[config.mk]
export PLATFORM = sky130hd
export DESIGN_NAME = m_cp0_flat
export DESIGN_NICKNAME = d
export VERILOG_FILES = /design/src/rtl/m_cp0_pkg.sv /design/src/rtl/m_cp0_if.sv /design/src/rtl/m_cp0.sv /design/src/flat_wrapper.sv
export SDC_FILE = /design/constraint.sdc
export NUM_CORES = 1
export LEC_CHECK = 0
export ABC_AREA = 0
export BUFFER_PORTS_ARGS = -buffer_cell sky130_fd_sc_hd__buf_4
export CAP_MARGIN = 20
export CORE_MARGIN = 10
export CORE_UTILIZATION = 40
export DETAILED_ROUTE_END_ITERATION = 10
export PLACE_DENSITY = 0.79
export SLEW_MARGIN = 0
export SYNTH_ARGS = -nofsm -noshare
export SYNTH_HDL_FRONTEND = slang
export SYNTH_SLANG_ARGS = --single-unit
[constraint.sdc]
create_clock -name clk -period 4.57 [get_ports clk]
set_input_delay 0.6855 -clock clk [delete_from_list [all_inputs] [get_ports clk]]
set_output_delay 0.6855 -clock clk [all_outputs]
set_load 0.02 [all_outputs]
[src/rtl/m_cp0_pkg.sv]
// CP0 shared definitions: register numbers, exception codes,
// field positions and the exception handler entry address.
package m_cp0_pkg;

    localparam logic [4:0] CP0_SR    = 5'd12;
    localparam logic [4:0] CP0_CAUSE = 5'd13;
    localparam logic [4:0] CP0_EPC   = 5'd14;
    localparam logic [4:0] CP0_PRID  = 5'd15;

    typedef enum logic [4:0] {
        EXC_INT     = 5'd0,
        EXC_ADEL    = 5'd4,
        EXC_ADES    = 5'd5,
        EXC_SYSCALL = 5'd8,
        EXC_RI      = 5'd10,
        EXC_OV      = 5'd12
    } exc_code_e;

    localparam int IM_LSB  = 10;
    localparam int EXL_BIT = 1;
    localparam int IE_BIT  = 0;
    localparam int BD_BIT  = 31;
    localparam int IP_LSB  = 10;
    localparam int EXC_LSB = 2;

    localparam logic [31:0] HANDLER_ADDR = 32'h0000_4180;

endpackage

[src/rtl/m_cp0_if.sv]
// M-stage <-> CP0 bundle: mfc0/mtc0 access, exception inputs,
// and the request / EPC / read-data results.
interface m_cp0_if #(
    parameter int HW_INT_W = 6
);
    logic [4:0]          rd_addr;
    logic [4:0]          wr_addr;
    logic [31:0]         wr_data;
    logic                we;
    logic [31:0]         pc;
    logic                bd;
    logic [4:0]          exc_code;
    logic                exl_clr;
    logic [HW_INT_W-1:0] hw_int;
    logic                req;
    logic [31:0]         epc_out;
    logic [31:0]         rd_data;

    modport master (
        output rd_addr, wr_addr, wr_data, we, pc, bd,
        output exc_code, exl_clr, hw_int,
        input  req, epc_out, rd_data
    );

    modport slave (
        input  rd_addr, wr_addr, wr_data, we, pc, bd,
        input  exc_code, exl_clr, hw_int,
        output req, epc_out, rd_data
    );
endinterface

[src/rtl/m_cp0.sv]
// Coprocessor 0: SR/Cause/EPC/PRId, interrupt and exception
// request generation, mfc0 read mux and EPC for eret.
module m_cp0
    import m_cp0_pkg::*;
#(
    parameter logic [31:0] PRID     = 32'h5A5A_2022,
    parameter int          HW_INT_W = 6
) (
    input  logic  clk,
    input  logic  reset,
    m_cp0_if.slave bus
);

    logic [HW_INT_W-1:0] im;
    logic [HW_INT_W-1:0] ip;
    logic                exl;
    logic                ie;
    logic                bd_r;
    logic [4:0]          exc_r;
    logic [31:0]         epc;

    logic                int_req;
    logic                exc_req;
    logic [31:0]         epc_n;
    logic [31:0]         sr_val;
    logic [31:0]         cause_val;

    assign int_req = ie & ~exl & (|(im & bus.hw_int));
    assign exc_req = (bus.exc_code != 5'd0) & ~exl;
    assign bus.req = int_req | exc_req;

    // Restart point is the branch when the faulting insn sits in its slot
    assign epc_n = bus.bd ? (bus.pc - 32'd4) : bus.pc;

    always_ff @(posedge clk or posedge reset) begin
        if (reset) begin
            im    <= '0;
            ip    <= '0;
            exl   <= 1'b0;
            ie    <= 1'b0;
            bd_r  <= 1'b0;
            exc_r <= 5'd0;
            epc   <= 32'd0;
        end else begin
            ip <= bus.hw_int;
            if (bus.req) begin
                exl   <= 1'b1;
                bd_r  <= bus.bd;
                exc_r <= int_req ? 5'd0 : bus.exc_code;
                epc   <= {epc_n[31:2], 2'b00};
            end else begin
                if (bus.we) begin
                    if (bus.wr_addr == CP0_SR) begin
                        im  <= bus.wr_data[IM_LSB +: HW_INT_W];
                        exl <= bus.wr_data[EXL_BIT];
                        ie  <= bus.wr_data[IE_BIT];
                    end
                    if (bus.wr_addr == CP0_EPC)
                        epc <= {bus.wr_data[31:2], 2'b00};
                end
                // eret wins over a co-issued SR write to EXL
                if (bus.exl_clr)
                    exl <= 1'b0;
            end
        end
    end

    always_comb begin
        sr_val                       = 32'd0;
        sr_val[IM_LSB +: HW_INT_W]   = im;
        sr_val[EXL_BIT]              = exl;
        sr_val[IE_BIT]               = ie;
        cause_val                    = 32'd0;
        cause_val[BD_BIT]            = bd_r;
        cause_val[IP_LSB +: HW_INT_W] = ip;
        cause_val[EXC_LSB +: 5]      = exc_r;
    end

    always_comb begin
        bus.rd_data = 32'd0;
        unique case (1'b1)
            (bus.rd_addr == CP0_SR):    bus.rd_data = sr_val;
            (bus.rd_addr == CP0_CAUSE): bus.rd_data = cause_val;
            (bus.rd_addr == CP0_EPC):   bus.rd_data = epc;
            (bus.rd_addr == CP0_PRID):  bus.rd_data = PRID;
            default:                    bus.rd_data = 32'd0;
        endcase
    end

    assign bus.epc_out = epc;

endmodule

[src/flat_wrapper.sv]
// flat-port wrapper written by rule: the top's interface ports become plain ports
module m_cp0_flat import m_cp0_pkg::*;
#(
    parameter logic [31:0] PRID     = 32'h5A5A_2022,
    parameter int          HW_INT_W = 6
)
  (clk, reset, bus_rd_addr, bus_wr_addr, bus_wr_data, bus_we, bus_pc, bus_bd, bus_exc_code, bus_exl_clr, bus_hw_int, bus_req, bus_epc_out, bus_rd_data);
  m_cp0_if #(.HW_INT_W(HW_INT_W)) bus_i ();
  input  logic clk;
  input  logic reset;
  input wire logic [$bits(bus_i.rd_addr)-1:0] bus_rd_addr;
  input wire logic [$bits(bus_i.wr_addr)-1:0] bus_wr_addr;
  input wire logic [$bits(bus_i.wr_data)-1:0] bus_wr_data;
  input wire logic [$bits(bus_i.we)-1:0] bus_we;
  input wire logic [$bits(bus_i.pc)-1:0] bus_pc;
  input wire logic [$bits(bus_i.bd)-1:0] bus_bd;
  input wire logic [$bits(bus_i.exc_code)-1:0] bus_exc_code;
  input wire logic [$bits(bus_i.exl_clr)-1:0] bus_exl_clr;
  input wire logic [$bits(bus_i.hw_int)-1:0] bus_hw_int;
  output wire logic [$bits(bus_i.req)-1:0] bus_req;
  output wire logic [$bits(bus_i.epc_out)-1:0] bus_epc_out;
  output wire logic [$bits(bus_i.rd_data)-1:0] bus_rd_data;
  assign bus_i.rd_addr = bus_rd_addr;
  assign bus_i.wr_addr = bus_wr_addr;
  assign bus_i.wr_data = bus_wr_data;
  assign bus_i.we = bus_we;
  assign bus_i.pc = bus_pc;
  assign bus_i.bd = bus_bd;
  assign bus_i.exc_code = bus_exc_code;
  assign bus_i.exl_clr = bus_exl_clr;
  assign bus_i.hw_int = bus_hw_int;
  assign bus_req = bus_i.req;
  assign bus_epc_out = bus_i.epc_out;
  assign bus_rd_data = bus_i.rd_data;
  m_cp0 #(.PRID(PRID), .HW_INT_W(HW_INT_W)) u_core (.clk(clk), .reset(reset), .bus(bus_i));
endmodule
# Word-level counts from Yosys, hierarchy flattened
# Index checks and enable logic that the tools add are counted.
dict set report totals {
  in_bits 90
  reg_bits 52
  out_inout_bits 65
}
dict set report classes {
  bitwise 7
  n_addsub 1
  eq_ne 6
  muxes 10
  reduce_logical 9
}
# cell n
set ops {}
lappend ops {{two-way mux 32 bit} 4}
lappend ops {{one-hot mux 32 bit (4 select lines)} 1}
lappend ops {{subtractor 32 x 3 -> 32 bit (second input constant)} 1}
lappend ops {{== test 5 x 4 -> 1 bit (second input constant)} 6}
lappend ops {{AND 6 bit} 1}
lappend ops {{nonzero test 3 bit} 2}
lappend ops {{OR reduction 6 bit} 1}
lappend ops {{two-way mux 5 bit} 1}
lappend ops {{nonzero test 5 bit} 1}
lappend ops {{two-way mux 1 bit} 4}
lappend ops {{AND reduction 2 bit} 2}
lappend ops {{nonzero test 2 bit} 2}
lappend ops {{AND 1 bit} 3}
lappend ops {{AND reduction 3 bit} 1}
lappend ops {{inverter 1 bit} 2}
lappend ops {{bitwise OR 1 bit} 1}

# Longest topological paths before layout
dict set report logic_depth {
  ltp_word 6
  ltp_mapped 7
  ltp_nobuf 7
}

# Worst setup path after synthesis
# Ideal clock, no wire load.
dict set report synth_timing {
  kind {in2out}
  startpoint {input port bus_hw_int[4]}
  endpoint {output port bus_req}
  cell_stages 5
  path_slack_ns 2.090
  t_arrival_ns 1.794
  required_time_ns 3.885
  n_path_buf 1
  cell_sequence {a22o_1 > o31ai_2 > a31o_2 > inv_1 > clkbuf_1}
}
dict set report synth_via {
  elab_chain_len 4
}
# element line
set synth_rtl {}
lappend synth_rtl {{start: declaration} flat_wrapper.sv:19} ;# input wire logic [$bits(bus_i.hw_int)-1:0] bus_hw_int;
lappend synth_rtl {{AND 6 bit} m_cp0.sv:28} ;# assign int_req = ie & ~exl & (|(im & bus.hw_int));
lappend synth_rtl {{OR reduction 6 bit} m_cp0.sv:28}
lappend synth_rtl {{AND 1 bit} m_cp0.sv:28}
lappend synth_rtl {{bitwise OR 1 bit} m_cp0.sv:30} ;# assign bus.req = int_req | exc_req;
lappend synth_rtl {{end: declaration} flat_wrapper.sv:20} ;# output wire logic [$bits(bus_i.req)-1:0] bus_req;
# No other way between the ends.

# Final worst setup path
# Same ends and word-level chain as after synthesis.

==> summary.md <==
| Metric | Value |
|---|---|
| Outcome | finished, final reports clean |
| VDD IR-drop max | 0.243 mV |
| Period utilisation layout | 65.7% |
| Sequential fraction of the synthesis area | 38.6% |
| Critical Path RT | 3.88 ns |
| Hold/Removal Path Class | in -> async |
| Synth warn | 0 |
| Setup_tns | 0 ns |
| FMAX | 0.333 GHz |
| WHS | 0.367 ns |
| Worst reg2reg setup slack | 1.94 ns |
| Clock latency reported for the late side of the worst-skew pair | 0.29 ns |
| Vias | 3,041 |
| DR DRC count | 0 |
| First-pass DRT Iterations | 5 |
| CTS tree | yes |
| Max-Cap Viols | 0 |
| Dpl cell area | 4440 um2 |
| Setup CP Type | in -> out |
| Area leader, netlist | dfrtp_1 |
| Mean Syn Cell Area | 9.50 um2 |
| Core ar. | 7810 um2 |
| Hold Violations, Final | 0 |
| # nets final | 576 |
| Synth-to-layout area growth | 40.4% |
| Cts hold-fix bufs | 0 |
| Nature of the critical path endpoint | output port |
| CTS buffer count | 5 |
| Setup Skew | 0.00822 ns |
| Placed Cells | 579 |
| Sinks on Clock Net | 50 |
| Layout cells sized above 1 | 37.2% |
| Port bufs | 150 |
| Clock root cell | clkbuf_8 |
| Site Rows | 32 |
| #FFs+latches synth | 50 |
| Remaining Overflow, GRT | 0 |
| Filler cell count | 692 |
| Post-DP HPWL | 8.55 mm |
| CTS resizes | 0 |
| RSZ-0062 raised after global routing | false |
| Avg WL per Cell | 18.3 um |
| DRT antenna net count | 0 |
| Postcts setup bufs | 0 |
| Finished Cell Area | 4550 um2 |
| 1st-iter DRT viols | 133 |
| EDFF count, synth | 0 |
| Lkg Pwr | 2.34 nW |
| Most common cell after layout, fill and taps aside | buf_4 |
| Largest net degree at the start of global routing | 51 |
| Relative slew margins | 32.9% |
| Final GP Congestion | 0.825 |
| Worst-path clk slew | 0.08 ns |
| Chip height | 110 um |
| Starting density of the core | 41.5% |
| GRT Overall Usage | 17.5% |
| Multi-input logic area | 1890 um2 |
| Yosys cell types | 44 |
| First-pass GRT wire length | 16.9 mm |
| Vias per inst | 5.17 |
| IO Count | 155 |
| Register Area | 1250 um2 |
| Clk buf depth | 2 |
| Pwr/cell area | 444 nW/um2 |
| Post-Syn Instances | 341 |
| Worst endpoint data arrival time | 2.32 ns |
| Measured slew at the worst slew-check pin | 1.00 ns |
| Drt total wl | 10.8 mm |
| Fin crit period | 3.00 ns |
| Setup violators final | 0 |
| Pins Over Slew Limit | 0 |
| Share of flip-flops with an asynchronous set or reset | 100% |
| Critical-path maximum fanout | 20 |
| Ranking of synthesized cells by area | dfrtp_1, mux2i_1, nor2_1, xor2_1, xnor2_1 |
| N_diodes | 0 |
| Synthesized area | 3240 um2 |
| H-tree Lvls | 2 |
| Vias in the first global route | 3,324 |
| Ys flop type | dfrtp_1 |
| Antenna violations before repair | 0 |
| Top-area cell type share of the netlist area | 38.6% |
| Final Non-Filler Cells | 588 |
| Most frequent cells in the layout | buf_4, mux2i_1, dfrtp_1 |
| CP startpoint kind | primary input |
| Chip Width | 110 um |
| Die area | 12,100 um2 |
## cells in the mapped netlist, types with 5 or more instances
| cell type | instances |
|---|---|
| nor3_1 | 14 |
| a21oi_1 | 7 |
| nor4_1 | 7 |
| nand3_1 | 9 |
| xnor2_1 | 13 |
| inv_1 | 6 |
| dfrtp_1 | 50 |
| a22oi_1 | 5 |
| xor2_1 | 14 |
| nand2_1 | 29 |
| clkbuf_1 | 11 |
| nor2_1 | 42 |
| mux2i_1 | 57 |
| o21ai_0 | 9 |
| mux2_2 | 7 |
| and2_1 | 12 |
## area by class of cell
class	instances	share of cell area, %
sequential	50	27.5
timing repair buffer	153	25.5
clock buffer	7	1.90
multi-input combinational	269	41.6
clock inverter	1	0.110
inverter	6	0.495
tap	102	2.81
## layer usage
| metal | GRT usage, % | vias up | wire length, um |
|---|---|---|---|
| met3 | 5.51 | 6 | 889 |
| met1 | 20.4 | 1452 | 4330 |
| met4 | 3.44 | 0 | 94 |
| met2 | 30.8 | 100 | 5440 |
| li1 | - | 1483 | - |
| met5 | 0 | - | 0 |
## final timing paths
check | to | start | cells past startpoint
worst max-delay path | bus_req | bus_hw_int[4] | 6
worst min-delay path | u_core.ip[4] | reset | 2
worst max register to register | u_core.im[4] | u_core.im[4] | 6
worst min register to register | u_core.exc_r[3] | u_core.exc_r[3] | 2
max in group asynchronous | u_core.bus.epc_out[7] | reset | 3
min in group clk | u_core.exc_r[3] | u_core.exc_r[3] | 2
## power breakdown
| part | internal (W) | leakage, nW | switching, W |
|---|---|---|---|
| registers | 0.000628 | 0.601 | 0.000150 |
| logic | 0.000445 | 1.69 | 0.000535 |
| clock network | 0.000122 | 0.0482 | 0.000139 |
## sequential cells by signal, indices dropped and copies added, names as in the netlist
register            flops
u_core.bus.epc_out     30
u_core.exc_r            5
u_core.im               6
u_core.ie               1
u_core.bd_r             1
u_core.exl              1
u_core.ip               6
## through the flow
stage / worst slack [ns] / utilization (%) / power [W]
floorplan: 2.09 / - / 0.00133
global placement: 1.55 / 56.8 / 0.00174
detailed placement: 1.50 / 56.8 / 0.00178
CTS: 1.55 / 58.0 / 0.00205
global route: 1.46 / 58.2 / 0.00217
finish: 1.57 / 58.2 / 0.00202
## cells by family (layout without fill, tap and decap cells)
kind of cell             Yosys count  after routing  synth area share, %
AO/OA/AOI/OAI                     35             35                 7.07
AND/OR/NAND/NOR                  140            140                 23.3
buffers and inverters             23            167                 3.09
flip-flops                        50             50                 38.6
adder cells (fa/ha/maj)            1              1                0.386
other                              1              2                0.116
multiplexers                      64             64                 20.1
XOR/XNOR                          27             27                 7.30
## critical path: stages
cell,delay (ns)
buf_4,0.11
a22o_1,0.25
o31ai_2,0.52
a31o_2,0.27
inv_1,0.23
buf_4,0.25
No activity file was read; power rests on OpenSTA's default activity.
